### src/rtl/pipe_pkg.sv
// Shared definitions for the MIPS inter-stage pipeline registers:
// stage-state encoding, default widths and control-bundle bit positions.
package pipe_pkg;

  localparam int DEF_DATA_W  = 128;
  localparam int DEF_CTRL_W  = 16;
  localparam int DEF_CNT_W   = 16;
  localparam int FLUSH_CNT_W = 8;

  typedef logic [1:0] stage_state_t;

  localparam stage_state_t ST_EMPTY = 2'd0;
  localparam stage_state_t ST_HALF  = 2'd1;
  localparam stage_state_t ST_FULL  = 2'd2;

  // Control-bundle bit positions shared by every stage
  localparam int CTRL_REGWRITE  = 0;
  localparam int CTRL_MWRITE    = 1;
  localparam int CTRL_MREAD     = 2;
  localparam int CTRL_BRANCH    = 3;
  localparam int CTRL_MEMTOREG  = 4;
  localparam int CTRL_ALUSRC    = 5;
  localparam int CTRL_REGDST    = 6;
  localparam int CTRL_JUMP      = 7;
  localparam int CTRL_ALUOP_LSB = 8;
  localparam int CTRL_ALUOP_W   = 4;

  function automatic logic [1:0] state_occupancy(input stage_state_t s);
    case (s)
      ST_HALF: return 2'd1;
      ST_FULL: return 2'd2;
      default: return 2'd0;
    endcase
  endfunction

endpackage

### src/rtl/pipe_stage_reg_counter.sv
// Event counter with selectable saturate-at-all-ones or wrap-around behaviour.
module pipe_sat_counter
  import pipe_pkg::*;
#(
  parameter int W        = DEF_CNT_W,
  parameter bit SATURATE = 1'b1
) (
  input  logic         clk,
  input  logic         rst,
  input  logic         inc_i,
  output logic [W-1:0] count_o
);

  logic [W-1:0] count_q;
  logic [W-1:0] count_d;

  // NOTE: every always_comb output gets a default first so no latch is inferred.
  always_comb begin
    count_d = count_q;
    if (inc_i && !(SATURATE && (&count_q))) begin
      count_d = count_q + W'(1);
    end
  end

  // NOTE: sequential state uses non-blocking assignments only.
  always_ff @(posedge clk or posedge rst) begin
    if (rst) count_q <= '0;
    else     count_q <= count_d;
  end

  assign count_o = count_q;

endmodule

### src/rtl/pipe_stage_reg.sv
// Generic valid/ready pipeline register with optional 2-entry skid buffer,
// bubble-zeroed control bundle, flush, and stall/flush debug counters.
module pipe_stage_reg
  import pipe_pkg::*;
#(
  parameter int DATA_W = DEF_DATA_W,
  parameter int CTRL_W = DEF_CTRL_W,
  parameter bit SKID   = 1'b1,
  parameter int CNT_W  = DEF_CNT_W
) (
  input  logic                   clk,
  input  logic                   rst,
  input  logic                   in_valid,
  output logic                   in_ready,
  input  logic [DATA_W-1:0]      in_data,
  input  logic [CTRL_W-1:0]      in_ctrl,
  input  logic                   flush,
  output logic                   out_valid,
  input  logic                   out_ready,
  output logic [DATA_W-1:0]      out_data,
  output logic [CTRL_W-1:0]      out_ctrl,
  output logic [1:0]             occupancy,
  output logic [CNT_W-1:0]       stall_cnt,
  output logic [FLUSH_CNT_W-1:0] flush_cnt
);

  stage_state_t      state_q,  state_d;
  logic [DATA_W-1:0] m_data_q, m_data_d;
  logic [CTRL_W-1:0] m_ctrl_q, m_ctrl_d;
  logic [DATA_W-1:0] s_data_q, s_data_d;
  logic [CTRL_W-1:0] s_ctrl_q, s_ctrl_d;
  logic              in_fire;
  logic              out_fire;

  assign out_valid = (state_q != ST_EMPTY);
  assign in_fire   = in_valid & in_ready;
  assign out_fire  = out_valid & out_ready;

  always_comb begin
    state_d  = state_q;
    m_data_d = m_data_q;
    m_ctrl_d = m_ctrl_q;
    s_data_d = s_data_q;
    s_ctrl_d = s_ctrl_q;
    if (flush) begin
      state_d  = ST_EMPTY;
      m_data_d = '0;
      m_ctrl_d = '0;
      s_data_d = '0;
      s_ctrl_d = '0;
    end else begin
      case (state_q)
        ST_EMPTY: begin
          if (in_fire) begin
            m_data_d = in_data;
            m_ctrl_d = in_ctrl;
            state_d  = ST_HALF;
          end
        end
        ST_HALF: begin
          if (in_fire && out_fire) begin
            m_data_d = in_data;
            m_ctrl_d = in_ctrl;
          end else if (in_fire && SKID) begin
            s_data_d = in_data;
            s_ctrl_d = in_ctrl;
            state_d  = ST_FULL;
          end else if (out_fire) begin
            m_data_d = '0;
            m_ctrl_d = '0;
            state_d  = ST_EMPTY;
          end
        end
        ST_FULL: begin
          if (out_fire) begin
            m_data_d = s_data_q;
            m_ctrl_d = s_ctrl_q;
            s_data_d = '0;
            s_ctrl_d = '0;
            state_d  = ST_HALF;
          end
        end
        default: state_d = ST_EMPTY;
      endcase
    end
  end

  // NOTE: the payload registers sit on the async reset too, so outputs read zero
  // the moment reset asserts rather than showing stale data until the next edge.
  always_ff @(posedge clk or posedge rst) begin
    if (rst) begin
      state_q  <= ST_EMPTY;
      m_data_q <= '0;
      m_ctrl_q <= '0;
      s_data_q <= '0;
      s_ctrl_q <= '0;
    end else begin
      state_q  <= state_d;
      m_data_q <= m_data_d;
      m_ctrl_q <= m_ctrl_d;
      s_data_q <= s_data_d;
      s_ctrl_q <= s_ctrl_d;
    end
  end

  if (SKID) begin : g_skid_ready
    logic ready_q;
    always_ff @(posedge clk or posedge rst) begin
      if (rst) ready_q <= 1'b1;
      else     ready_q <= (state_d != ST_FULL);
    end
    assign in_ready = ready_q;
  end else begin : g_comb_ready
    assign in_ready = ~out_valid | out_ready;
  end

  // Control is masked on bubbles so downstream write enables stay inert.
  assign out_data  = m_data_q;
  assign out_ctrl  = out_valid ? m_ctrl_q : '0;
  assign occupancy = state_occupancy(state_q);

  pipe_sat_counter #(.W(CNT_W), .SATURATE(1'b1)) u_stall_cnt (
    .clk     (clk),
    .rst     (rst),
    .inc_i   (out_valid & ~out_ready),
    .count_o (stall_cnt)
  );

  pipe_sat_counter #(.W(FLUSH_CNT_W), .SATURATE(1'b0)) u_flush_cnt (
    .clk     (clk),
    .rst     (rst),
    .inc_i   (flush & out_valid),
    .count_o (flush_cnt)
  );

endmodule

### config.mk
export PLATFORM = sky130hd
export DESIGN_NAME = pipe_stage_reg
export DESIGN_NICKNAME = d
export VERILOG_FILES = /design/src/rtl/pipe_pkg.sv /design/src/rtl/pipe_stage_reg_counter.sv /design/src/rtl/pipe_stage_reg.sv
export SDC_FILE = /design/constraint.sdc
export NUM_CORES = 1
export LEC_CHECK = 0
export ABC_AREA = 1
export CORE_AREA = 2 2 169 171
export CTS_BUF_LIST = sky130_fd_sc_hd__clkbuf_2 sky130_fd_sc_hd__clkbuf_4 sky130_fd_sc_hd__clkbuf_8
export DETAILED_ROUTE_END_ITERATION = 8
export DIE_AREA = 0 0 171 173
export PLACE_DENSITY_LB_ADDON = 0.2
export REMOVE_ABC_BUFFERS = 1
export SYNTH_ARGS = -nofsm -noshare
export SYNTH_HDL_FRONTEND = slang
export SYNTH_SLANG_ARGS = --single-unit
### constraint.sdc
create_clock -name clk -period 12.1 [get_ports clk]
set_input_delay 2.42 -clock clk [delete_from_list [all_inputs] [get_ports clk]]
set_output_delay 2.42 -clock clk [all_outputs]
set_load 0.05 [all_outputs]
* Yosys cells after proc, flatten, opt, wreduce, memory -nomap -nowiden
Index checks and enable logic that the tools add are counted.
W data, S select, Z words.
** Storage, ports and cells
- Bits of input ports :: 149
- Bits in read-only memories :: 0
- Memory bits (writable) :: 0
- Memories kept :: 0
- Register bits :: 315
- Bits in latches :: 0
- Output and inout port bits :: 172
- Logic and storage cells :: 63
** Cells by class
- Shifts and indexed selects :: 0
- Reductions and logical operators :: 10
- Div/mod/pow operators :: 0
- Bitwise logic cells :: 5
- Multiply operators :: 0
- Mux-type cells :: 29
- $add $sub $neg :: 2
- Eq/ne operators :: 9
- $lt $le $gt $ge :: 0
** Operators with widths (number)
- $mux W128 :: 8
- $pmux W128 S3 :: 1
- $pmux W128 S2 :: 1
- $mux W16 :: 9
- $pmux W16 S3 :: 1
- $pmux W16 S2 :: 1
- $add A16 B1 Y16 const B :: 1
- $reduce_and A16 Y1 :: 1
- $mux W2 :: 6
- $ne A3 B3 Y1 const B :: 4
- $add A8 B1 Y8 const B :: 1
- $ne A4 B4 Y1 const B :: 2
- $pmux W2 S3 :: 1
- $reduce_and A5 Y1 :: 1
- $and A1 B1 Y1 :: 4
- $pmux W2 S2 :: 1
- $reduce_and A4 Y1 :: 1
- $reduce_bool A4 Y1 :: 1
- $reduce_bool A3 Y1 :: 1
- $eq A2 B1 Y1 const B :: 1
- $eq A2 B2 Y1 const B :: 1
- $logic_and A1 B1 Y1 :: 2
- $logic_not A2 Y1 :: 1
- $ne A2 B2 Y1 const B :: 1
- 3 further kinds :: 3

* Depth between registers and ports, before layout
- Depth after elaboration :: 8
- Mapped depth :: 13
- Mapped depth without buffers :: 11

* Hierarchy
Synthesis repeated with hierarchy kept, for this count alone.
** Second synthesis, totals
- Cell total of the unflattened synthesis :: 1993
- Area total of the unflattened synthesis :: 14667.8 sq um
** By module, submodules not included
- pipe_stage_reg :: instances 1, area each 13197.7 sq um, cells each 1784, sequential area each 7283.2 sq um
- pipe_sat_counter at u_stall_cnt :: instances 1, area each 1063.5 sq um, cells each 163, sequential area each 400.4 sq um
- pipe_sat_counter at u_flush_cnt :: instances 1, area each 406.6 sq um, cells each 46, sequential area each 200.2 sq um

* Worst setup path before layout
No wires, ideal clock.
- Path kind :: flip-flop to output port
- Start point :: reg state_q[0]
- End point :: out out_ctrl[10]
- Slack :: 7970 ps
- Buffers on the path :: 2
- Stages on the path, launching flop included :: 6
- Data arrival time :: 1710 ps
- Path through :: dfrtp_1 inv_1 ha_1 buf_2 buf_1 nor2_1
** On the way
- Cells in the longest elaborated chain, start to end :: 2
** Ends and longest elaborated chain
- from (decl) :: RTL line pipe_stage_reg.sv:27 : stage_state_t state_q, state_d;
- from (signal assigned) :: RTL line pipe_stage_reg.sv:98 : state_q <= state_d;
- $reduce_bool A2 Y1 :: RTL line pipe_stage_reg.sv:35 : assign out_valid = (state_q != ST_EMPTY);
- $mux W16 :: RTL line pipe_stage_reg.sv:119 : assign out_ctrl = out_valid ? m_ctrl_q : '0;
- to (decl) :: RTL line pipe_stage_reg.sv:21 : output logic [CTRL_W-1:0] out_ctrl,
No other way between the ends.

* Final worst setup path
- Start point :: in flush
- End point :: reg m_data_q[38], in the netlist out_data[38]
** On the way
- Cells in the longest elaborated chain, start to end :: 2
- Elaborated cells between the ends (all ways) :: 7
** Ends and longest elaborated chain
- from (decl) :: RTL line pipe_stage_reg.sv:17 : input logic flush,
- $ne A4 B4 Y1 (no source line) (tied with other cells)
- $reduce_and A5 Y1 (no source line)
- to (signal assigned) :: RTL line pipe_stage_reg.sv:99 : m_data_q <= m_data_d;
- to (decl) :: RTL line pipe_stage_reg.sv:28 : logic [DATA_W-1:0] m_data_q, m_data_d;
Parallel ways exist; a longest one is shown, timed or not.
A chain may end at the register's enable or synchronous reset.

==> results.md <==
- Register area share after synthesis: around 54%
- Synth Warn #: 0
- P_int: between 2 and 2.5 mW
- Cells after synthesis: around 2,000
- Rel. slew slack: between 30% and 40%
- Slowest-stage cell, CP: buf_4
- Max incr delay on CP: between 0.7 and 0.8 ns
- Routed vias: around 14,000
- Initial core utilization: 52.69%
- Post_cts resized: 0
- Root Driver: clkbuf_8
- Switching Share: between 30% and 40%
- Initial antenna violation count: 2
- Pwr/cell area: around 190 nW/um2
- Synth Area per Inst: between 7 and 8 um2
- Die Y: approximately 170 um
- Nets: between 2,000 and 2,500
- FILL cells: ~2,300
- CTS buffer count: 51
- Synth area leader: dfrtp_1
- Fin Setup TNS: 0 ns
- Crit end category: register
- Core Footprint: 27,630 um2
- Worst path cell trace: clkdlybuf4s50_1 > nor2_4 > buf_4 > nand3_1 > nand2_1 > inv_2 > nand2_4 > nor2_4 > buf_4 > buf_4 > nand2_1 > nand2_1
- Number of buffers on the longest clock path: 3
- Net Sw Power: approximately 1.4 mW
- Global-route usage over all layers: 26.84%
- Avg WL per Cell: 14.93 um
- Worst min-delay path class: reg2reg
- TritonCTS clock tree: yes
- Worst Path Arrival: between 6 and 7 ns
- Row cnt: between 60 and 70
- Final hold violation count: 0
- Outcome: complete, no violations
- Commonest non-fill, non-tap cell in the layout: nand2_1
- Cts hold-fix bufs: 0
- Setup Fix Bufs, Post-CTS: 0
- Post-DRT Antenna Nets: 0
- Clk network pwr share: a little over a quarter
- Final setup viols: 0
- Worst-Margin Slew: between 1 and 1.5 ns
- PortBufs: between 300 and 400
- CTS H-tree depth: 2
- Yosys cell types: 28
- DRT Pass-1 Iters: 6
- Largest net degree at the start of global routing: approximately 120
- Combinational group share of total power: 33.3%
- CP Launch Type: input port
- Largest cells by area after synthesis: dfrtp_1, nand2_1, o21ai_0
- Later-pin clock latency in the skew report: roughly 0.57 ns
- Area Growth Syn to Fin: 30.16%
- Clock transition time at the flip-flop clock pins of the worst setup and hold paths: roughly 0.060 ns
- Leak: 9.589 nW
- Sequential share of power: roughly two fifths
- Buf+Inv Stages, Crit Path: 5
- Register bit count reported by yosys: between 300 and 400
- DRC violations left: 0
- Gpl congestion: roughly 0.86
- Crit path max fanout: 88
- Layout Skew: 0.02518 ns
- Layout cell share with drive strength beyond 1: between 5 and 6%
- Placed cell count: around 2,600
- Sink Count: between 300 and 400
- Global-route wire length before repair: around 65 mm
- Max_cap viols: 0
- Tmin final: between 5 and 6 ns
- Die area: 29,580 um2
- Most frequent cells in the layout: nand2_1, clkdlybuf4s50_1, dfrtp_1, o21ai_0, clkbuf_8
- Slew Limit Fails: 0
- VDD IR max: ~0.13 mV
- Die Wd: 171 um
- DRT Wirelength: between 30 and 40 mm
- Yosys top cell area share: 53.97%
- RSZ-0062 raised after global routing: false
- DP HPWL: approximately 24 mm
- Worst path required time: between 10 and 15 ns
- 1st-iter DRT viols: 1,294
- Vias in the first global route: around 13,000
- Vias/cell: ~5.1
- Fmax: roughly 170 MHz
- Netlist Area Pre-Place: 14,560 um2
- Delay-heaviest family, CP: buffers and inverters
- Crit share post-route: between 40% and 50%
- I/O Pins: between 300 and 400
- Crit Path Class: in2reg
- Finished Layout Cells: roughly 2,700
- Grt total ovfl: 0
[flip-flops by register name, indices dropped and copies added, names as in the netlist]
signal               flops
u_stall_cnt.count_o     16
state_q                  2
in_ready                 1
m_ctrl_q                16
out_data               128
s_data_q               128
u_flush_cnt.count_o      8
s_ctrl_q                16
[worst min-delay path: cells and delay by family (launching register included)]
family | cells | cell delay [ns]
AND/OR/NAND/NOR | 2 | 0.10
flip-flops | 1 | 0.34
[synth_stat cells, drive strengths merged]
library cell     n
a21oi            3
buf             40
clkbuf          71
dfrtp          314
dfstp            1
ha               7
inv             43
nand2         1262
nand3           13
nand3b           1
nand4            6
nor2            42
nor3             3
nor4             1
o21ai          152
xnor2            6
xor2             5
[power by group through the flow]
stage / Clock (mW) / Combinational (mW) / Sequential [mW]
floorplan: 0 / 0.419 / 1.73
CTS: 0.986 / 1.18 / 1.38
global route: 1.03 / 1.27 / 1.41
detailed placement: 0 / 1.18 / 1.40
finish: 0.967 / 1.17 / 1.38
global placement: 0 / 1.15 / 1.39
[logic make-up (layout without fill, tap and decap cells)]
logic type,Yosys count,count (layout),synth area share (%)
AND/OR/NAND/NOR,1328,1328,34.69
flip-flops,315,315,54.15
AO/OA/AOI/OAI,155,155,5.354
buffers and inverters,154,465,4.538
XOR/XNOR,11,11,0.6617
adder cells (fa/ha/maj),7,7,0.6016
other,0,1,0
[final timing paths]
check | startpoint | to | slack [ns] | cells past startpoint
min reg2reg | out_data[11] | out_data[11] | 0.48 | 2
min | out_data[11] | out_data[11] | 0.48 | 2
max reg2reg | state_q[0] | out_data[38] | 7.77 | 12
min in group asynchronous | rst | u_stall_cnt.count_o[3] | 2.41 | 2
max | flush | out_data[38] | 6.21 | 12
max in group asynchronous | rst | out_data[6] | 7.21 | 4
[cell type report]
type	count	area (um2)	share of cell area, %
diodes	1	2.502	0.01321
clock buffers	89	1081	5.705
clock inverters	1	7.507	0.03962
inverters	43	171.4	0.9046
multi-input cells	1501	6037	31.86
flip-flops and latches	315	7884	41.60
well taps	378	473.0	2.496
repair buffers	332	3293	17.38
[per-stage QoR]
stage               worst slack [ns]  power, mW  area [um2]  hold WS [ns]  util [%]
finish                         6.208      3.523       18950        0.4759     68.59
CTS                            6.222      3.547       18950        0.4802     68.58
floorplan                     0.9671      2.147       14060        0.4488         -
global placement               5.739      2.546       17860        0.4620     64.64
global route                   5.916      3.709       18950        0.4946     68.58
detailed placement             5.714      2.571       17860        0.4639     64.64
[routing by layer]
layer / routed length [um] / track usage (%) / up-vias / share of wire (%)
met4: 1608 / 10.84 / 2 / 4.0
met1: 16850 / 36.66 / 6356 / 42
met5: 13 / 0 / - / 0.033
met2: 18190 / 41.82 / 551 / 46
met3: 3056 / 5.791 / 98 / 7.7
li1: - / - / 6560 / -
Power figures use the tool's default switching activity.
